==> src/rtl/uart_pkg.sv <==
// uart_pkg: state encoding and default oversample rate, shared by the UART transmitter and receiver
package uart_pkg;
  localparam int UART_TICKS_PER_BIT = 16;
  typedef enum logic [1:0] {
    IDLE  = 2'd0,
    START = 2'd1,
    DATA  = 2'd2,
    STOP  = 2'd3
  } uart_state_e;
endpackage

==> src/rtl/uart_transmitter.sv <==
// uart_transmitter: LSB-first 8-bit serial transmitter, timed by an oversample clock enable
module uart_transmitter
  import uart_pkg::*;
#(
  parameter int TICKS_PER_BIT = UART_TICKS_PER_BIT,
  parameter int STOP_BITS     = 1
) (
  input  logic       CLKIN,
  input  logic       RESETN,
  input  logic       clock_enable,
  input  logic [7:0] data,
  input  logic       valid,
  output logic       ready,
  output logic       tx
);
  localparam int CW = $clog2(TICKS_PER_BIT * STOP_BITS);
  localparam logic [CW-1:0] BIT_END  = CW'(TICKS_PER_BIT - 1);
  localparam logic [CW-1:0] STOP_END = CW'(TICKS_PER_BIT * STOP_BITS - 1);
  uart_state_e state, state_n;
  logic [CW-1:0] cnt, cnt_n;
  logic [2:0] idx, idx_n;
  logic [7:0] sh, sh_n;
  logic tx_n, ready_n;
  always_ff @(posedge CLKIN or negedge RESETN)
    if (!RESETN) begin
      state <= IDLE;
      cnt   <= '0;
      idx   <= '0;
      sh    <= '0;
      tx    <= 1'b1;
      ready <= 1'b0;
    end else begin
      state <= state_n;
      cnt   <= cnt_n;
      idx   <= idx_n;
      sh    <= sh_n;
      tx    <= tx_n;
      ready <= ready_n;
    end
  // acceptance ignores clock_enable; every later step waits for an enabled tick
  always_comb begin
    state_n = state;
    cnt_n   = cnt;
    idx_n   = idx;
    sh_n    = sh;
    tx_n    = tx;
    ready_n = 1'b0;
    if (state == IDLE) begin
      tx_n    = 1'b1;
      ready_n = !(valid && ready);
      if (valid && ready) begin
        state_n = START;
        tx_n    = 1'b0;
        cnt_n   = '0;
        idx_n   = '0;
        sh_n    = data;
      end
    end else if (clock_enable) begin
      cnt_n = cnt + 1'b1;
      case (state)
        START:
          if (cnt == BIT_END) begin
            state_n = DATA;
            cnt_n   = '0;
            tx_n    = sh[0];
          end
        DATA:
          if (cnt == BIT_END) begin
            cnt_n   = '0;
            sh_n    = sh >> 1;
            state_n = (idx == 3'd7) ? STOP : DATA;
            idx_n   = (idx == 3'd7) ? idx : idx + 3'd1;
            tx_n    = (idx == 3'd7) ? 1'b1 : sh[1];
          end
        STOP:
          if (cnt == STOP_END) begin
            state_n = IDLE;
            cnt_n   = '0;
            ready_n = 1'b1;
          end
        default: state_n = IDLE;
      endcase
    end
  end
endmodule

==> config.mk <==
export PLATFORM = sky130hd
export DESIGN_NAME = uart_transmitter
export DESIGN_NICKNAME = d
export VERILOG_FILES = /design/src/rtl/uart_pkg.sv /design/src/rtl/uart_transmitter.sv
export SDC_FILE = /design/constraint.sdc
export NUM_CORES = 1
export LEC_CHECK = 0
export ABC_AREA = 0
export CAP_MARGIN = 20
export CORE_MARGIN = 5
export CORE_UTILIZATION = 30
export CTS_CLUSTER_SIZE = 24
export DETAILED_ROUTE_END_ITERATION = 8
export GPL_TIMING_DRIVEN = 0
export PLACE_DENSITY = 0.54
export SLEW_MARGIN = 20
export SYNTH_ARGS = -nofsm -noshare
export SYNTH_HDL_FRONTEND = slang
export SYNTH_SLANG_ARGS = --single-unit
==> constraint.sdc <==
create_clock -name CLKIN -period 3.7 [get_ports CLKIN]
set_input_delay 0.74 -clock CLKIN [delete_from_list [all_inputs] [get_ports CLKIN]]
set_output_delay 0.74 -clock CLKIN [all_outputs]
set_load 0.01 [all_outputs]
==> results.md, run 1 <==
- Clock Skews: 0.0123 ns
- Cell count after synthesis: roughly 100
- Hold Crit Start: sh[5]$_DFFE_PN0P_
- Cell Rows: 21
- Yosys synthesis warning count: 0
- Crit path depth: 4
- Slew Limit Fails: 0
- RSZ-0062 raised after global routing: false
- Req. time, crit path: 3.89 ns
- First-pass GRT wire length: between 4000 and 5000 um
- Fraction of layout cells with a size suffix above 1: 16.1%
- Final setup fails: 0
- Synthesized cell area: between 1000 and 1500 um^2
- Ports: 14
- Post-CTS sizing: 0
- CTS tree: done
- Startpoint Class: primary input
- Library cells used by synthesis: 35
- Port Buffers: 13
- Vias in the first global route: approximately 880
- Critical path's top delay family: buffers and inverters
- Core Region: 3390 um^2
- Nets: around 140
- Number of enable flip-flop cells after synthesis: 0
- CP Data Arrival Time: 2.41 ns
- Clk_lat worst skew: 0.30 ns
- Initial antenna violation count: 0
- CP Capture Point: sh[0]$_DFFE_PN0P_
- Tcrit/Tclk final: 60.0%
- Syn avg cell area: 10.6 um^2
- Most frequent cells in the layout: dfrtp_1, clkdlybuf4s50_1, nand3_1, mux2_2, ha_1
- Critical R2R Launch: state[1]$_DFFE_PN0P_
- GRT Total Usage: 10.1%
- CTS Buffer Depth: 2
- DR DRC count: 0
- Crit path largest cell delay: approximately 0.6 ns
- Critical Path Slowest Stage Cell: clkdlybuf4s50_1
- Slew at the pin closest to its max-slew limit: 0.872 ns
- Largest net degree at the start of global routing: 20
- Root Buffer: clkbuf_4
- Min Tclk post-route: 2.22 ns
- Clk slew on worst S/H paths: 0.10 ns
- Final wirelength: 2240 um
- First-pass iteration count of the detailed router: 4
- Critical path buffers and inverters: 1
- Final Hold Vio Count: 0
- Fmax: 0.450 GHz
- Crit. Startpoint: clock_enable
- Cts bufs inserted: 3
- Setup Buffers After CTS: 0
- Yosys reg bits: 19
- H-tree Lvls: 1
- CP max FO: 7
- Final ANT Viol Nets: 0
- Critical-path cell list: clkdlybuf4s50_1 > nand4_1 > o21ai_2 > mux2_2
- Hold-fix buffers at CTS: 0
- Reported leakage power: 0.000558 uW
- Chip width: roughly 70 um
- Area Growth Syn to Fin: 19.9%
- Setup_tns: 0 ns
- Reg2reg setup slack: 1.76 ns
- Top_reg_cell synth: dfrtp_1
- Sink Count: 19
- Die height: between 60 and 70 um
- Post-DR wirelength/cell: between 10 and 15 um
- Syn_nets: 120
- Initial Utilization: 31.7%
- Pwr per Cell Area: 697 nW/um^2
- RR Endpoint: sh[0]$_DFFE_PN0P_
- Die area: 4870 um^2
- Routed vias: 815
- Antenna Cells: 0
- Hpwl dp: 1640 um
- Gpl congestion: 0.708
- Worst IR Drop VDD: about 0.27 mV
- Finished Core Util: 38.0%
- Worst Path Class, Setup: primary input to register
- Slew HR: 41.7%
- Max_cap viols: 0
- Commonest non-fill, non-tap cell in the layout: dfrtp_1
- DR iter-0 viols: 46
- Post-synthesis sequential area ratio: 44.4%
- Worst Reg-to-Reg Cells: 6
- Ys async rst share: 100%
- Vias per Instance: 4.97
- Status: finished, final reports clean
- Crit end category: register
- Remaining Overflow, GRT: 0
- Worst Hold Class: register to register
-- worst min path at each step --
stage                         end  slack [ns]  depth (start not counted)
2_1_floorplan  cnt[0]$_DFFE_PN0P_        0.44                          0
3_3_place_gp    sh[2]$_DFFE_PN0P_        0.47                          1
3_5_place_dp    sh[5]$_DFFE_PN0P_        0.48                          1
4_1_cts         sh[5]$_DFFE_PN0P_        0.50                          1
5_1_grt         sh[5]$_DFFE_PN0P_        0.53                          1
6_report        sh[5]$_DFFE_PN0P_        0.49                          1
-- Yosys cell counts (2+ instances only) --
| master | number | area, um^2 |
|---|---|---|
| nand4_1 | 4 | 25.0 |
| nand2_1 | 6 | 22.5 |
| mux2_1 | 3 | 33.8 |
| nand2b_1 | 3 | 18.8 |
| buf_2 | 2 | 10.0 |
| inv_1 | 3 | 11.3 |
| nand3_1 | 11 | 55.1 |
| mux2_2 | 11 | 124 |
| nor2b_1 | 3 | 18.8 |
| ha_1 | 7 | 87.6 |
| nor2_1 | 3 | 11.3 |
| o21ai_0 | 4 | 20.0 |
| clkbuf_1 | 2 | 7.51 |
| dfrtp_1 | 18 | 450 |
-- kinds of logic (layout without fill, tap and decap cells) --
logic type,Yosys count,after routing,synth area share [%]
mux,15,15,16.1
simple gates,38,38,19.0
buf+inv,7,24,2.68
xor+xnor,1,1,0.816
compound gates,14,14,8.86
flops,19,19,44.4
fa+ha+maj,7,7,8.16
-- registers in the layout (all words and copies together) (netlist names) --
| name | cells |
|---|---|
| idx | 3 |
| ready | 1 |
| tx | 1 |
| state | 2 |
| cnt | 4 |
| sh | 8 |
-- stage by stage --
stage | instances | instance area (um^2) | total power [uW] | setup slack, ns | hold WS (ns)
floorplan | 101 | 1070 | 683 | 2.00 | 0.444
global placement | 160 | 1260 | 779 | 1.18 | 0.468
detailed placement | 160 | 1260 | 797 | 1.18 | 0.476
CTS | 164 | 1290 | 909 | 1.49 | 0.502
global route | 164 | 1290 | 981 | 1.42 | 0.530
finish | 164 | 1290 | 898 | 1.48 | 0.494
-- routing by layer --
| layer | up-vias | part of all wire (%) | GRT usage [%] | wire length, um |
|---|---|---|---|---|
| li1 | 399 | - | - | - |
| met1 | 396 | 48 | 13.0 | 1070 |
| met2 | 18 | 47 | 16.2 | 1040 |
| met3 | 2 | 4.9 | 4.06 | 109 |
| met4 | 0 | 0.45 | 1.91 | 10 |
| met5 | - | 0 | 0 | 0 |
-- report_power, final --
part | switching, uW | internal, uW | total [uW]
Sequential | 67.9 | 296 | 364
Combinational | 205 | 222 | 428
Clock | 64.8 | 42.0 | 107
Total | 338 | 560 | 898
-- cell type report --
cell class / count / area [um^2]
plain buffers: 4 / 17.5
clock buffers: 4 / 26.3
fillers: 344 / 2100
inverters: 3 / 11.3
multi-input cells: 75 / 568
flip-flops and latches: 19 / 477
well taps: 46 / 57.6
repair buffers: 13 / 130
Power figures use the tool's default switching activity.
==> inputs of run 2 (changes only) <==
Clock period 3.7 ns to 2.3 ns, I/O delays scaled along.
==> results of run 2 <==
The final DEF is identical to that of run 1. Status: finished, final reports clean.
Main changes from that run: setup slack after placement 1.18 ns -> 0.0625 ns; setup slack after layout 1.48 ns -> 0.360 ns; register-to-register setup slack 1.76 ns -> 0.36 ns; total power 898 uW -> 1440 uW; worst IR drop on VDD 0.275 mV -> 0.442 mV
==> inputs of run 3 (changes only) <==
Clock period 2.3 ns to 1.8 ns, I/O delays scaled along.
==> run 3 against run 2 <==
  * Sequential share of layout area is 3.3 points lower
  * Total power is 46% higher
  * Global-route usage is 0.090 points higher
  * Register-to-register slack worse by 0.32 ns
  * Sequential cell count stayed put
  * Highest routed layer unchanged
==> results.md, run 3 (same netlist as run 1, synthesis figures left out) <==
- Cell Rows: 21
- Initial antenna violation count: 0
- Pwr Total: around 2100 uW
- Startpoint Class: register
- First-pass iteration count of the detailed router: 4
- Hold depth: 1
- Clk_lat worst skew: 0.31 ns
- Top flop regs: sh (8), cnt (4), idx (3)
- Nets: 141
- Min Tclk post-route: 1.76 ns
- Placed Area: about 1300 um^2
- Clock Skews: 0.0154 ns
- Slew Limit Fails: 0
- Critical Path Slowest Stage Cell: dfrtp_1
- Final wirelength: 2380 um
- Ports: 14
- Die area: 4870 um^2
- Tcrit/Tclk final: 98.0%
- Reg2reg setup slack: 0.04 ns
- Hold Crit Start: sh[2]$_DFFE_PN0P_
- Crit end category: register
- Critical R2R Launch: state[1]$_DFFE_PN0P_
- Vias per Instance: 5.02
- CP Data Arrival Time: between 1.5 and 2 ns
- Port Buffers: 13
- Final Hold Vio Count: 0
- Max_cap viols: 0
- Hold-fix buffers at CTS: 0
- Non-filler cells in the finished layout: 167
- Worst Path Class, Setup: register to register
- Reported leakage power: 0.000594 uW
- Most frequent cells in the layout: dfrtp_1, clkdlybuf4s50_1, nand3_1
- Design Area, Final: 1420 um^2
- Fmax: 0.567 GHz
- Cts bufs inserted: 3
- Biggest register: sh
- First-pass GRT wire length: about 4000 um
- Gpl congestion: 0.708
- Commonest non-fill, non-tap cell in the layout: dfrtp_1
- Final ANT Viol Nets: 0
- Req. time, crit path: just under 2 ns
- Worst IR Drop VDD: 0.634 mV
- RR Endpoint: sh[1]$_DFFE_PN0P_
- Max reg flops: 8
- Inst Count DP: between 150 and 200
- Pwr per Cell Area: 1490 nW/um^2
- Die height: 69.8 um
- GRT Total Usage: 10.2%
- DR iter-0 viols: 67
- Slew at the pin closest to its max-slew limit: 0.880 ns
- CP max FO: 10
- Crit path largest cell delay: 0.46 ns
- Antenna Cells: 0
- Core Region: 3390 um^2
- Largest net degree at the start of global routing: 20
- Area Growth Syn to Fin: 31.8%
- Vias in the first global route: 893
- Worst Hold Class: register to register
- Remaining Overflow, GRT: 0
- Hold_ws: 0.496 ns
- Chip width: 69.8 um
- Root Buffer: clkbuf_4
- Hpwl dp: 1640 um
- Hold EP: sh[2]$_DFFE_PN0P_
- CTS Buffer Depth: 2
- Slew HR: about two fifths
- Fraction of layout cells with a size suffix above 1: a little under 30%
- Sink Count: 19
- Critical-path cell list: inv_2 > ha_1 > buf_6 > nand2b_4 > o21ai_4 > buf_12 > mux2_2
- Status: finished, final reports clean
- Routed vias: about 840
- Post-DR wirelength/cell: 14.2 um
- Setup_tns: 0 ns
- Clk slew on worst S/H paths: roughly 0.12 ns
- Worst Reg-to-Reg Cells: 7
- DR DRC count: 0
- H-tree Lvls: 1
- Final setup fails: 0
- CTS tree: done
- Initial Utilization: approximately a third
==> run 3: repair_timing <==
item,4_1_cts,5_1_grt
pin swaps,1,3
setup endpoints to repair,8,17
setup buffers,2,2
resized for setup,5,18
==> run 3: layer usage <==
layer / routed length (um) / track usage [%]
met1: 1120 / 13.2
met2: 1150 / 16.3
met3: 102 / 4.06
met4: 12 / 1.91
met5: 0 / 0
==> run 3: worst max-delay path, delay by kind of cell (launching register included) <==
| family | cells | cell delay, ns |
|---|---|---|
| AO/OA/AOI/OAI | 1 | 0.14 |
| AND/OR/NAND/NOR | 1 | 0.15 |
| adder cells (fa/ha/maj) | 1 | 0.20 |
| multiplexers | 1 | 0.32 |
| buffers and inverters | 3 | 0.36 |
| flip-flops | 1 | 0.46 |
==> run 3: worst max path at each step <==
stage                                     from              endpoint  slack (ns)  cells after the start
after global placement            clock_enable     sh[1]$_DFFE_PN0P_       -0.34                      4
after detailed placement          clock_enable     sh[0]$_DFFE_PN0P_       -0.34                      4
after CTS                 state[1]$_DFFE_PN0P_     sh[0]$_DFFE_PN0P_      -0.001                      6
after floorplan           state[0]$_DFFE_PN0P_  state[1]$_DFFE_PN0P_        0.10                      5
after global routing      state[1]$_DFFE_PN0P_     sh[2]$_DFFE_PN0P_       -0.02                      7
final                     state[1]$_DFFE_PN0P_     sh[1]$_DFFE_PN0P_        0.04                      7
==> run 3: cell type report <==
type | instances | area, um^2
multi-input cells | 75 | 643
well taps | 46 | 57.6
fillers | 334 | 1970
inverters | 3 | 11.3
plain buffers | 3 | 27.5
repair buffers | 17 | 173
flip-flops and latches | 19 | 477
clock buffers | 4 | 26.3
==> run 3: per-stage QoR <==
step / setup WS, ns / util (%)
finish: 0.0360 / 41.7
global route: -0.0220 / 41.7
CTS: -0.00133 / 39.1
detailed placement: -0.338 / 37.2
global placement: -0.339 / 37.2
floorplan: 0.101 / -
==> run 3: power by group <==
group / total (uW) / internal (uW) / switching [uW]
registers: 761 / 610 / 151
logic: 1130 / 635 / 492
clock network: 225 / 86.4 / 138
total: 2110 / 1330 / 781
